[src/rtl/sm4_axis8_unpad_pkg.sv]
// Shared definitions for the SM4 8-bit AXIS unpad block.
//   state_t        : parser states (header capture, payload pass, pad drop)
//   SM4_BLK_BYTES  : SM4 block size in bytes; padded frames are a multiple of this
//   hdr_bytes_ok() : legality check for the length-field width parameter
package sm4_axis8_unpad_pkg;

  typedef enum logic [1:0] {
    ST_HDR  = 2'd0,
    ST_PASS = 2'd1,
    ST_DROP = 2'd2
  } state_t;

  localparam int unsigned SM4_BLK_BYTES = 16;

  function automatic bit hdr_bytes_ok(input int unsigned n);
    return (n >= 1) && (n <= 4);
  endfunction

endpackage

[src/rtl/sm4_axis8_unpad.sv]
// Strips the length header and zero padding from decrypted SM4 frames.
// Each input frame: HDR_BYTES big-endian length L, payload, 0x00 pad.
// Exactly L payload bytes are forwarded, tlast on byte L (or early on a
// short frame, flagged by err_short). No backpressure in either direction.
//   clk, rst        : clock, asynchronous active-high reset
//   s_axis_*        : decrypted byte stream in (tdata, tvalid, tlast, tuser)
//   m_axis_*        : payload byte stream out, 1 clk latency, tuser carried along
//   err_short       : pulse, frame ended before L payload bytes
//   frame_done      : pulse on every input tlast
//   len_out         : L of the current frame
module sm4_axis8_unpad
  import sm4_axis8_unpad_pkg::*;
#(
  parameter int unsigned HDR_BYTES = 2
) (
  input  logic                   clk,
  input  logic                   rst,
  input  logic [7:0]             s_axis_tdata,
  input  logic                   s_axis_tvalid,
  input  logic                   s_axis_tlast,
  input  logic [7:0]             s_axis_tuser,
  output logic [7:0]             m_axis_tdata,
  output logic                   m_axis_tvalid,
  output logic                   m_axis_tlast,
  output logic [7:0]             m_axis_tuser,
  output logic                   err_short,
  output logic                   frame_done,
  output logic [HDR_BYTES*8-1:0] len_out
);

  localparam int unsigned LW = HDR_BYTES * 8;
  localparam logic [LW-1:0] ONE = LW'(1);

  if (!hdr_bytes_ok(HDR_BYTES)) begin : g_bad_hdr_bytes
    $error("sm4_axis8_unpad: HDR_BYTES must be 1..4");
  end

  state_t        state, state_nxt;
  logic [1:0]    hdr_idx, hdr_idx_nxt;
  logic [LW-1:0] len_sr, len_sr_nxt;
  logic [LW-1:0] rem, rem_nxt;
  logic [LW-1:0] len_out_nxt;
  logic [LW-1:0] field;
  logic          hdr_last;
  logic [7:0]    tdata_nxt, tuser_nxt;
  logic          tvalid_nxt, tlast_nxt, err_nxt, done_nxt;

  always_comb begin
    state_nxt   = state;
    hdr_idx_nxt = hdr_idx;
    len_sr_nxt  = len_sr;
    rem_nxt     = rem;
    len_out_nxt = len_out;
    tdata_nxt   = m_axis_tdata;
    tuser_nxt   = m_axis_tuser;
    tvalid_nxt  = 1'b0;
    tlast_nxt   = 1'b0;
    err_nxt     = 1'b0;
    done_nxt    = 1'b0;
    // Truncating the concatenation shifts the new byte in MSB-first for any width.
    field       = LW'({len_sr, s_axis_tdata});
    hdr_last    = (hdr_idx == 2'(HDR_BYTES - 1));

    if (s_axis_tvalid) begin
      unique case (state)
        ST_HDR: begin
          len_sr_nxt  = field;
          hdr_idx_nxt = hdr_idx + 2'd1;
          if (hdr_last) begin
            hdr_idx_nxt = '0;
            rem_nxt     = field;
            len_out_nxt = field;
            state_nxt   = (field != '0) ? ST_PASS : ST_DROP;
          end
          // A header-only frame that declares L=0 is complete, not short.
          if (s_axis_tlast) err_nxt = !(hdr_last && field == '0);
        end
        ST_PASS: begin
          tvalid_nxt = 1'b1;
          tdata_nxt  = s_axis_tdata;
          tuser_nxt  = s_axis_tuser;
          tlast_nxt  = (rem == ONE) || s_axis_tlast;
          rem_nxt    = (rem != '0) ? rem - ONE : '0;
          if (rem == ONE) state_nxt = ST_DROP;
          if (s_axis_tlast && rem > ONE) err_nxt = 1'b1;
        end
        ST_DROP: ;
        default: state_nxt = ST_HDR;
      endcase

      // Input tlast always realigns to a fresh header, overriding the above.
      if (s_axis_tlast) begin
        done_nxt    = 1'b1;
        hdr_idx_nxt = '0;
        state_nxt   = ST_HDR;
      end
    end
  end

  always_ff @(posedge clk or posedge rst) begin
    if (rst) begin
      state         <= ST_HDR;
      hdr_idx       <= '0;
      len_sr        <= '0;
      rem           <= '0;
      len_out       <= '0;
      m_axis_tdata  <= '0;
      m_axis_tuser  <= '0;
      m_axis_tvalid <= 1'b0;
      m_axis_tlast  <= 1'b0;
      err_short     <= 1'b0;
      frame_done    <= 1'b0;
    end else begin
      state         <= state_nxt;
      hdr_idx       <= hdr_idx_nxt;
      len_sr        <= len_sr_nxt;
      rem           <= rem_nxt;
      len_out       <= len_out_nxt;
      m_axis_tdata  <= tdata_nxt;
      m_axis_tuser  <= tuser_nxt;
      m_axis_tvalid <= tvalid_nxt;
      m_axis_tlast  <= tlast_nxt;
      err_short     <= err_nxt;
      frame_done    <= done_nxt;
    end
  end

endmodule
[config.mk]
export PLATFORM = sky130hd
export DESIGN_NAME = sm4_axis8_unpad
export DESIGN_NICKNAME = d
export VERILOG_FILES = /design/src/rtl/sm4_axis8_unpad_pkg.sv /design/src/rtl/sm4_axis8_unpad.sv
export SDC_FILE = /design/constraint.sdc
export NUM_CORES = 1
export LEC_CHECK = 0
export ABC_AREA = 1
export CAP_MARGIN = 20
export CORE_MARGIN = 2
export CORE_UTILIZATION = 23
export DETAILED_ROUTE_END_ITERATION = 8
export GPL_ROUTABILITY_DRIVEN = 0
export SLEW_MARGIN = 40
export SYNTH_ARGS = -nofsm -noshare
export SYNTH_HDL_FRONTEND = slang
export SYNTH_SLANG_ARGS = --single-unit
[constraint.sdc]
create_clock -name clk -period 2.6 [get_ports clk]
set_clock_uncertainty 0.05 [all_clocks]
set_input_delay 0.26 -clock clk [delete_from_list [all_inputs] [get_ports clk]]
set_output_delay 0.26 -clock clk [all_outputs]
set_load 0.05 [all_outputs]
; ---- Yosys cells after proc, flatten, opt, wreduce, memory -nomap -nowiden
; Cells that the tools add are included.
[totals]
regBits = 64
inputBits = 20
output_inout_bits = 36
wordCells = 59
[op_classes]
eq_ne = 8
n_addsub = 2
reduce_logical = 16
order_cmp = 1
n_mux = 21
[ops]
columns = op, n
row1 = $mux W16, 2
row2 = $pmux W16 S2, 1
row3 = $reduce_bool A16 Y1, 2
row4 = $eq A16 B1 Y1 const B, 1
row5 = $gt A16 B1 Y1 const B, 1
row6 = $logic_not A16 Y1, 1
row7 = $sub A16 B1 Y16 const B, 1
row8 = $mux W2, 7
row9 = $mux W1, 9
row10 = $ne A3 B3 Y1 const B, 2
row11 = $pmux W2 S3, 1
row12 = $reduce_and A2 Y1, 3
row13 = $reduce_and A3 Y1, 2
row14 = $eq A2 B1 Y1 const B, 2
row15 = $ne A2 B2 Y1 const B, 2
row16 = $reduce_and A4 Y1, 1
row17 = $reduce_bool A2 Y1, 2
row18 = $add A2 B1 Y2 const B, 1
row19 = $eq A2 B2 Y1 const B, 1
row20 = $logic_and A1 B1 Y1, 2
row21 = $logic_not A2 Y1, 1
row22 = $pmux W1 S2, 1
row23 = $logic_not A1 Y1, 1
row24 = $logic_or A1 B1 Y1, 1

; ---- Depth between registers and ports, before layout
; Gate-level depths: netlist (run 1).
[logic_depth]
word_depth = 6
depth_mapped = 9
mapped_depth_nobuf = 9

; ---- Least setup slack after synthesis (run 1)
; Ideal clock, no wire load.
[synth_timing]
path_type = flip-flop to flip-flop
from = register rem[0]
to = register rem[10]
synth_period_minus_slack_ps = 1425
path_stages_with_launch = 9
setup_time_ps = 65
path_buffers = 0
required_time_ps = 2485
arrival_ps = 1310
slack_ps = 1175
path_cell_list = dfrtp_1 inv_1 ha_1 nand2_1 nor2_1 nand3b_1 o21ai_0 nand2_1 nand2_1
[synth_between]
elab_chain_cells = 3
elab_cells_between_ends = 4
classes_between = 1 x add/sub / 2 x mux / 1 x reduce/logical
[synth_rtl]
columns = item, line
row1 = start: declaration, sm4_axis8_unpad.sv:41  ; logic [LW-1:0] rem, rem_nxt;
row2 = start signal: assignment, sm4_axis8_unpad.sv:117  ; rem <= rem_nxt;
row3 = $sub A16 B1 Y16 or $reduce_bool A16 Y1 (tied branches), sm4_axis8_unpad.sv:83  ; rem_nxt = (rem != '0) ? rem - ONE : '0;
row4 = $mux W16 (*), sm4_axis8_unpad.sv:83
row5 = $pmux W16 S2 (*), sm4_axis8_unpad.sv:65  ; unique case (state)
; Mark *: on every way between the ends. The rest lies on a longest branch, timed or not.
; A chain may end at the register's enable or synchronous reset.

; ---- Worst setup path in the final report (run 1)
[layout_timing]
from = register len_out[8]
to = output len_out[8]
[layout_lines]
columns = item, line
row1 = start: declaration, sm4_axis8_unpad.sv:28  ; output logic [HDR_BYTES*8-1:0] len_out
row2 = start signal: assignment, sm4_axis8_unpad.sv:118  ; len_out <= len_out_nxt;
; No word-level cell between the ends.

==> results.md, run 1 <==
* # port buffers at 55
* Antenna Nets Post-Route at 0
* Area Growth Syn to Fin at 32.6%
* Inserted Diodes at 0
* Slew Viols, Final at 0
* Max incr delay on CP at between 0.8 and 0.9 ns
* Final min period at 1.82 ns
* Crit path required time at 2.29 ns
* I/O pin count at 56
* NumNets Final at 463
* Startpoint types: flip-flop
* Level count of the clock H-tree at 3
* Antenna violations before repair at 0
* TritonCTS clock tree: built
* Pin count of the biggest net entering global routing at 43
* Initial Utilization at 0.235
* Final wirelength at 7800 µm
* Commonest non-fill, non-tap cell in the layout: nand2_1
* 1st-iter DRT viols at 186
* Peak VDD IR at 0.000431 V
* Layout cells sized above 1 at 0.0944
* Routed len/inst at 12.6 µm
* Post-cts sizing count at 0
* Post-synthesis cell type count at 28
* Final HPWL DP at 5670 µm
* Die area at around 0.014 mm²
* Sequential area share after synthesis at 0.515
* Final Hold Fails at 0
* Synth Area per Inst at ~8.2 µm²
* Worst hold slack at 0.253 ns
* # DRC at 0
* Die width at 120 µm
* Worst-case clock buffer depth at 2
* Placed cell area at 0.00385 mm²
* Synthesized cell area at 0.00311 mm²
* DR pass1 iterations at 4
* # hold bufs at CTS at 0
* Critical path, cell by cell: clkdlybuf4s50_1
* CP max-delay cell: clkdlybuf4s50_1
* Worst path top cell family by delay: buffers and inverters
* Total track usage at 0.114
* Most used DFF post-synth: dfrtp_1
* Post-CTS setup buffers at 0
* Syn_nets at 404
* Clock Pin Slew Worst Setup and Hold Paths at 0.05 ns
* Type of the tightest min-delay check: in -> async
* Leak at 1.85 nW
* Total grt overflow at 0
* Least-Margin Pin Slew at 0.597 ns
* Row cnt at 42
* Number of vias per cell at about 4.2
* Power per Cell Area at ~1400 mW/mm²
* Skew-Pair Late Insertion Delay at 0.32 ns
* Worst slew margin at 0.602
* Final worst path period share at 0.700
* Max Clk Rate at 0.550 GHz
* Syn. warnings at 0
* Final Instance Area at 0.00412 mm²
* Core area at 0.0132 mm²
* Maxcap violations at 0
* Clk root buf: clkbuf_16
* Worst Path Max Fanout at 2
* WP buf/inv at 1
* Gate Count Post-Synth at 381
* Crit path kind: reg -> out
* Fraction of registers with async set/reset at 1.00
* Worst Setup End Kind: output pin
* Seq cells post-synth at 64
* Vias at 2,638
* Most frequent cells in the layout: nand2_1 (104), dfrtp_1 (64), clkdlybuf4s50_1 (55)
* Vias in the first global route at 2,556
* Setup TNS Final at 0 ns
* Run status: finished, final reports clean
* Die height at 120 µm
* Crit path DAT at roughly 1.5 ns
* First-pass GRT wire length at 12,900 µm
* Number of flops mapped to enable cells by yosys at 0
* Cts bufs inserted at 9
* # setup viols final at 0
* RSZ-0062 raised after global routing: no
* CTS sink cnt at 64
-- layer usage --
metal / GRT usage / routed length, µm
met1: 0.159 / 3840
met2: 0.171 / 3500
met3: 0.0283 / 406
met4: 0.0414 / 51
met5: 0 / 0
-- power by group --
part	switching (mW)	internal [mW]	total, mW
registers	0.379	1.45	1.83
clock network	0.426	0.667	1.09
logic	1.81	0.894	2.70
-- cell usage after synthesis (2+ instances only) --
| cell type | n | share of area |
|---|---|---|
| o21ai_0 | 27 | 0.043 |
| buf_6 | 2 | 0.0072 |
| inv_1 | 35 | 0.042 |
| nand3b_1 | 3 | 0.0072 |
| buf_2 | 2 | 0.0032 |
| nand3_2 | 2 | 0.0064 |
| inv_2 | 4 | 0.0048 |
| xor2_1 | 4 | 0.011 |
| a21oi_2 | 2 | 0.0056 |
| dfrtp_1 | 64 | 0.52 |
| o21ai_2 | 8 | 0.023 |
| a21oi_1 | 28 | 0.045 |
| ha_1 | 3 | 0.012 |
| nor2_4 | 3 | 0.011 |
| clkbuf_1 | 3 | 0.0036 |
| nand2_1 | 104 | 0.13 |
| mux2_2 | 4 | 0.014 |
| nor2_1 | 54 | 0.065 |
| xnor2_1 | 2 | 0.0056 |
| nand3_1 | 18 | 0.029 |
| buf_4 | 2 | 0.0048 |
-- area by class of cell --
cell class                      count  area (µm²)
Timing Repair Buffer               57         578
Tap cell                          176         220
Sequential cell                    64        1600
Inverter                           39         146
Fill cell                        1391        9120
Clock buffer                       11         243
Multi-Input combinational cell    269        1300
Clock inverter                      5        32.5
-- worst paths after layout --
check / startpoint / to / slack (ns) / cells after the start
max: len_out[8] / len_out[8] / 0.78 / 1
min: rst / m_axis_tdata[4] / 0.25 / 2
max reg2reg: state[0] / rem[2] / 0.83 / 6
min reg2reg: m_axis_tuser[6] / m_axis_tuser[6] / 0.42 / 2
max in group asynchronous: rst / err_short / 1.64 / 3
min in group clk: m_axis_tuser[6] / m_axis_tuser[6] / 0.42 / 2
-- kinds of logic (layout without fill, tap and decap cells) --
logic type                 after synthesis  count (layout)  synth area share
and+or+nand+nor                        188             188             0.252
AOI/OAI and AO/OA                       68              68             0.123
DFF                                     64              64             0.515
buffers and inverters                   48             112            0.0660
xor gates and xnor gates                 6               6            0.0169
muxes                                    4               4            0.0145
adders and majority gates                3               3            0.0121
-- registers in the layout, indices dropped and copies added (netlist names) --
name	flops
err_short	1
frame_done	1
hdr_idx	2
len_out	16
len_sr	8
m_axis_tdata	8
m_axis_tlast	1
m_axis_tuser	8
m_axis_tvalid	1
rem	16
state	2
-- stage by stage --
step / std cells / setup WS, ns / total power, mW / util
CTS: 621 / 0.765 / 5.66 / 0.311
floorplan: 381 / 0.692 / 3.71 / -
finish: 621 / 0.780 / 5.62 / 0.311
global placement: 605 / 0.759 / 4.50 / 0.291
global route: 621 / 0.660 / 6.02 / 0.311
detailed placement: 605 / 0.746 / 4.55 / 0.291
Power figures use the tool's default switching activity.
==> inputs of run 2 (changes only) <==
clock period = 1.61 ns   (was 2.6 ns; I/O delays follow)
==> run 2 against run 1 <==
Compared with the run above: critical path depth grew 6; clock power grew 72%; die area stayed put; combinational power rose by 76%; via count up 5.4%; design area grew 5.8%; sequential power is 60% higher; largest cell class unchanged; sequential share of layout area down 2.1 points; critical path type is now reg -> reg; non-clock buffer count up 33; count of clock-buffer cells in the layout decreased by 1; highest routed layer unchanged; final cell count increased by 5.3%.
==> results.md, run 2 (same netlist as run 1, synthesis figures left out) <==
* Die width at 120 µm (unchanged)
* I/O pin count at 56 (unchanged)
* Level count of the clock H-tree at 3 (unchanged)
* Routed len/inst at 12.2 µm (-2.8%)
* NumNets Final at 496 (+7.1%)
* DR pass1 iterations at 4 (unchanged)
* # port buffers at 55 (unchanged)
* Run status: finished, final reports clean
* Clk root buf: clkbuf_16
* Area Growth Syn to Fin at 40.3%
* Final worst path period share at 0.946
* CTS sink cnt at 64 (unchanged)
* Leak at 2.07 nW (+12%)
* Worst path top cell family by delay: simple AND/OR/NAND/NOR gates
* Final HPWL DP at 6070 µm (+6.9%)
* Core area at 0.0132 mm² (unchanged)
* Inserted Diodes at 0 (unchanged)
* Antenna Nets Post-Route at 0 (unchanged)
* Worst Setup End Kind: flip-flop
* CP most frequent cell: nand2_1
* TritonCTS clock tree: built
* # setup viols final at 0 (unchanged)
* Final min period at 1.52 ns
* Commonest non-fill, non-tap cell in the layout: nand2_1
* Layout cells sized above 1 at 0.262 (+0.167)
* Final wirelength at 7980 µm (+2.3%)
* Biggest regs: len_out x16, rem x16
* Number of vias per cell at 4.25 (+0.10%)
* Final Instance Area at 0.00436 mm² (+5.8%)
* Cts bufs inserted at 9 (unchanged)
* Placed cell area at 0.00401 mm² (+4.1%)
* Type of the tightest min-delay check: in -> async
* Most frequent cells in the layout: nand2_1 (102), buf_4 (69), dfrtp_1 (62)
* Non-filler cells, final at 654 (+5.3%)
* Antenna violations before repair at 0 (unchanged)
* Total grt overflow at 0 (unchanged)
* Die area at 0.0145 mm² (unchanged)
* 1st-iter DRT viols at 165 (-11%)
* Worst slew margin at 0.666 (+0.0639)
* Row cnt at 42 (unchanged)
* Worst Path Max Fanout at 4 (+2)
* First-pass GRT wire length at 13,000 µm (+0.54%)
* Pre-CTS WS at -0.0160 ns (-0.762 ns)
* Vias in the first global route at 2,639 (+3.2%)
* Vias at 2,781 (+5.4%)
* Slew Viols, Final at 0 (unchanged)
* Startpoint types: flip-flop
* Pin count of the biggest net entering global routing at 65 (+51%)
* Least-Margin Pin Slew at 0.501 ns (-0.0965 ns)
* # DRC at 0 (unchanged)
* Total track usage at 0.114 (+0.000567)
* Peak VDD IR at 0.000585 V (+35%)
* Crit path kind: reg -> reg
* Clock Pin Slew Worst Setup and Hold Paths at 0.06 ns (about the same)
* Final worst setup slack at 0.0871 ns (-0.693 ns)
* Die height at 120 µm (unchanged)
* Max incr delay on CP at 0.43 ns (-0.41 ns)
* Cell count after placement at 636 (+5.1%)
* Initial Utilization at 0.235 (unchanged)
* Crit path DAT at 1.74 ns (+0.23 ns)
* Max Clk Rate at between 0.6 and 0.7 GHz
* Final Hold Fails at 0 (unchanged)
* Maxcap violations at 0 (unchanged)
* WP buf/inv at 1 (unchanged)
* Worst-case clock buffer depth at 2 (unchanged)
* Crit path required time at 1.83 ns (-0.46 ns)
* Setup TNS Final at 0 ns (unchanged)
* RSZ-0062 raised after global routing: yes
* Skew-Pair Late Insertion Delay at 0.33 ns (about the same)
* Critical path, cell by cell: inv_1 > nand3_1 > nor2_1 > nand3b_1 > o21ai_0 > nand2_1 > nand2_1
* Power per Cell Area at 2190 mW/mm² (+61%)
* # hold bufs at CTS at 0 (unchanged)
* CP max-delay cell: dfrtp_1
## run 2: changes by cell type in the layout (fill, tap and decap cells not counted), moves of 2 or more
cell,previous run,this run
nor2_4,3,6
buf_4,1,69
nand2_1,104,102
dfrtp_2,0,2
inv_1,34,32
nor2_2,0,5
nor2_1,54,46
nand2_2,1,3
clkdlybuf4s50_1,55,19
dfrtp_1,64,62
## run 2: worst paths after layout
path | from | to | slack [ns] | depth (start not counted)
setup / recovery | rem[2] | rem[11] | 0.09 | 7
hold / removal | rst | len_out[6] | 0.23 | 3
setup reg to reg | rem[2] | rem[11] | 0.09 | 7
hold reg to reg | m_axis_tuser[2] | m_axis_tuser[2] | 0.42 | 2
max in group asynchronous | rst | err_short | 0.98 | 3
min in group clk | s_axis_tuser[4] | m_axis_tuser[4] | 0.32 | 3
## run 2: repair_timing
item | in CTS | in global routing
gates resized for setup | 4 | 15
setup buffers | 0 | 2
endpoints found under the setup margin | 5 | 13
pin swaps | 0 | 3
## run 2: stage by stage
| step | util | hold slack [ns] | power, mW |
|---|---|---|---|
| 2_1_floorplan | - | 0.228 | 6.00 |
| 3_3_place_gp | 0.303 | 0.407 | 7.52 |
| 3_5_place_dp | 0.303 | 0.409 | 7.63 |
| 4_1_cts | 0.325 | 0.245 | 9.56 |
| 5_1_grt | 0.329 | 0.276 | 10.2 |
| 6_report | 0.329 | 0.230 | 9.56 |
## run 2: power breakdown
group          internal, mW  switching [mW]  leakage (nW)
clock                  1.19           0.690         0.138
sequential             2.34           0.590         0.787
combinational          1.67            3.08          1.14
## run 2: cell type report
class / count / area, µm²
clock buffers: 10 / 229
clock inverters: 6 / 60.1
fillers: 1400 / 8880
inverters: 39 / 150
multi-input cells: 269 / 1350
flip-flops and latches: 64 / 1600
well taps: 176 / 220
repair buffers: 90 / 748
## run 2: worst reg2reg max path, cell delays in order (launching register included)
cell and delay (ns):
dfrtp_1 0.43, inv_1 0.10, nand3_1 0.16, nor2_1 0.31, nand3b_1 0.10, o21ai_0 0.18, nand2_1 0.07, nand2_1 0.06
## run 2: metal layers
layer  global-route usage  share of wire  vias up
met5                    0              0        -
met4               0.0400          0.014        0
met3               0.0387          0.053       10
met2                0.188           0.49       62
met1                0.140           0.45     1303
li1                     -              -     1406
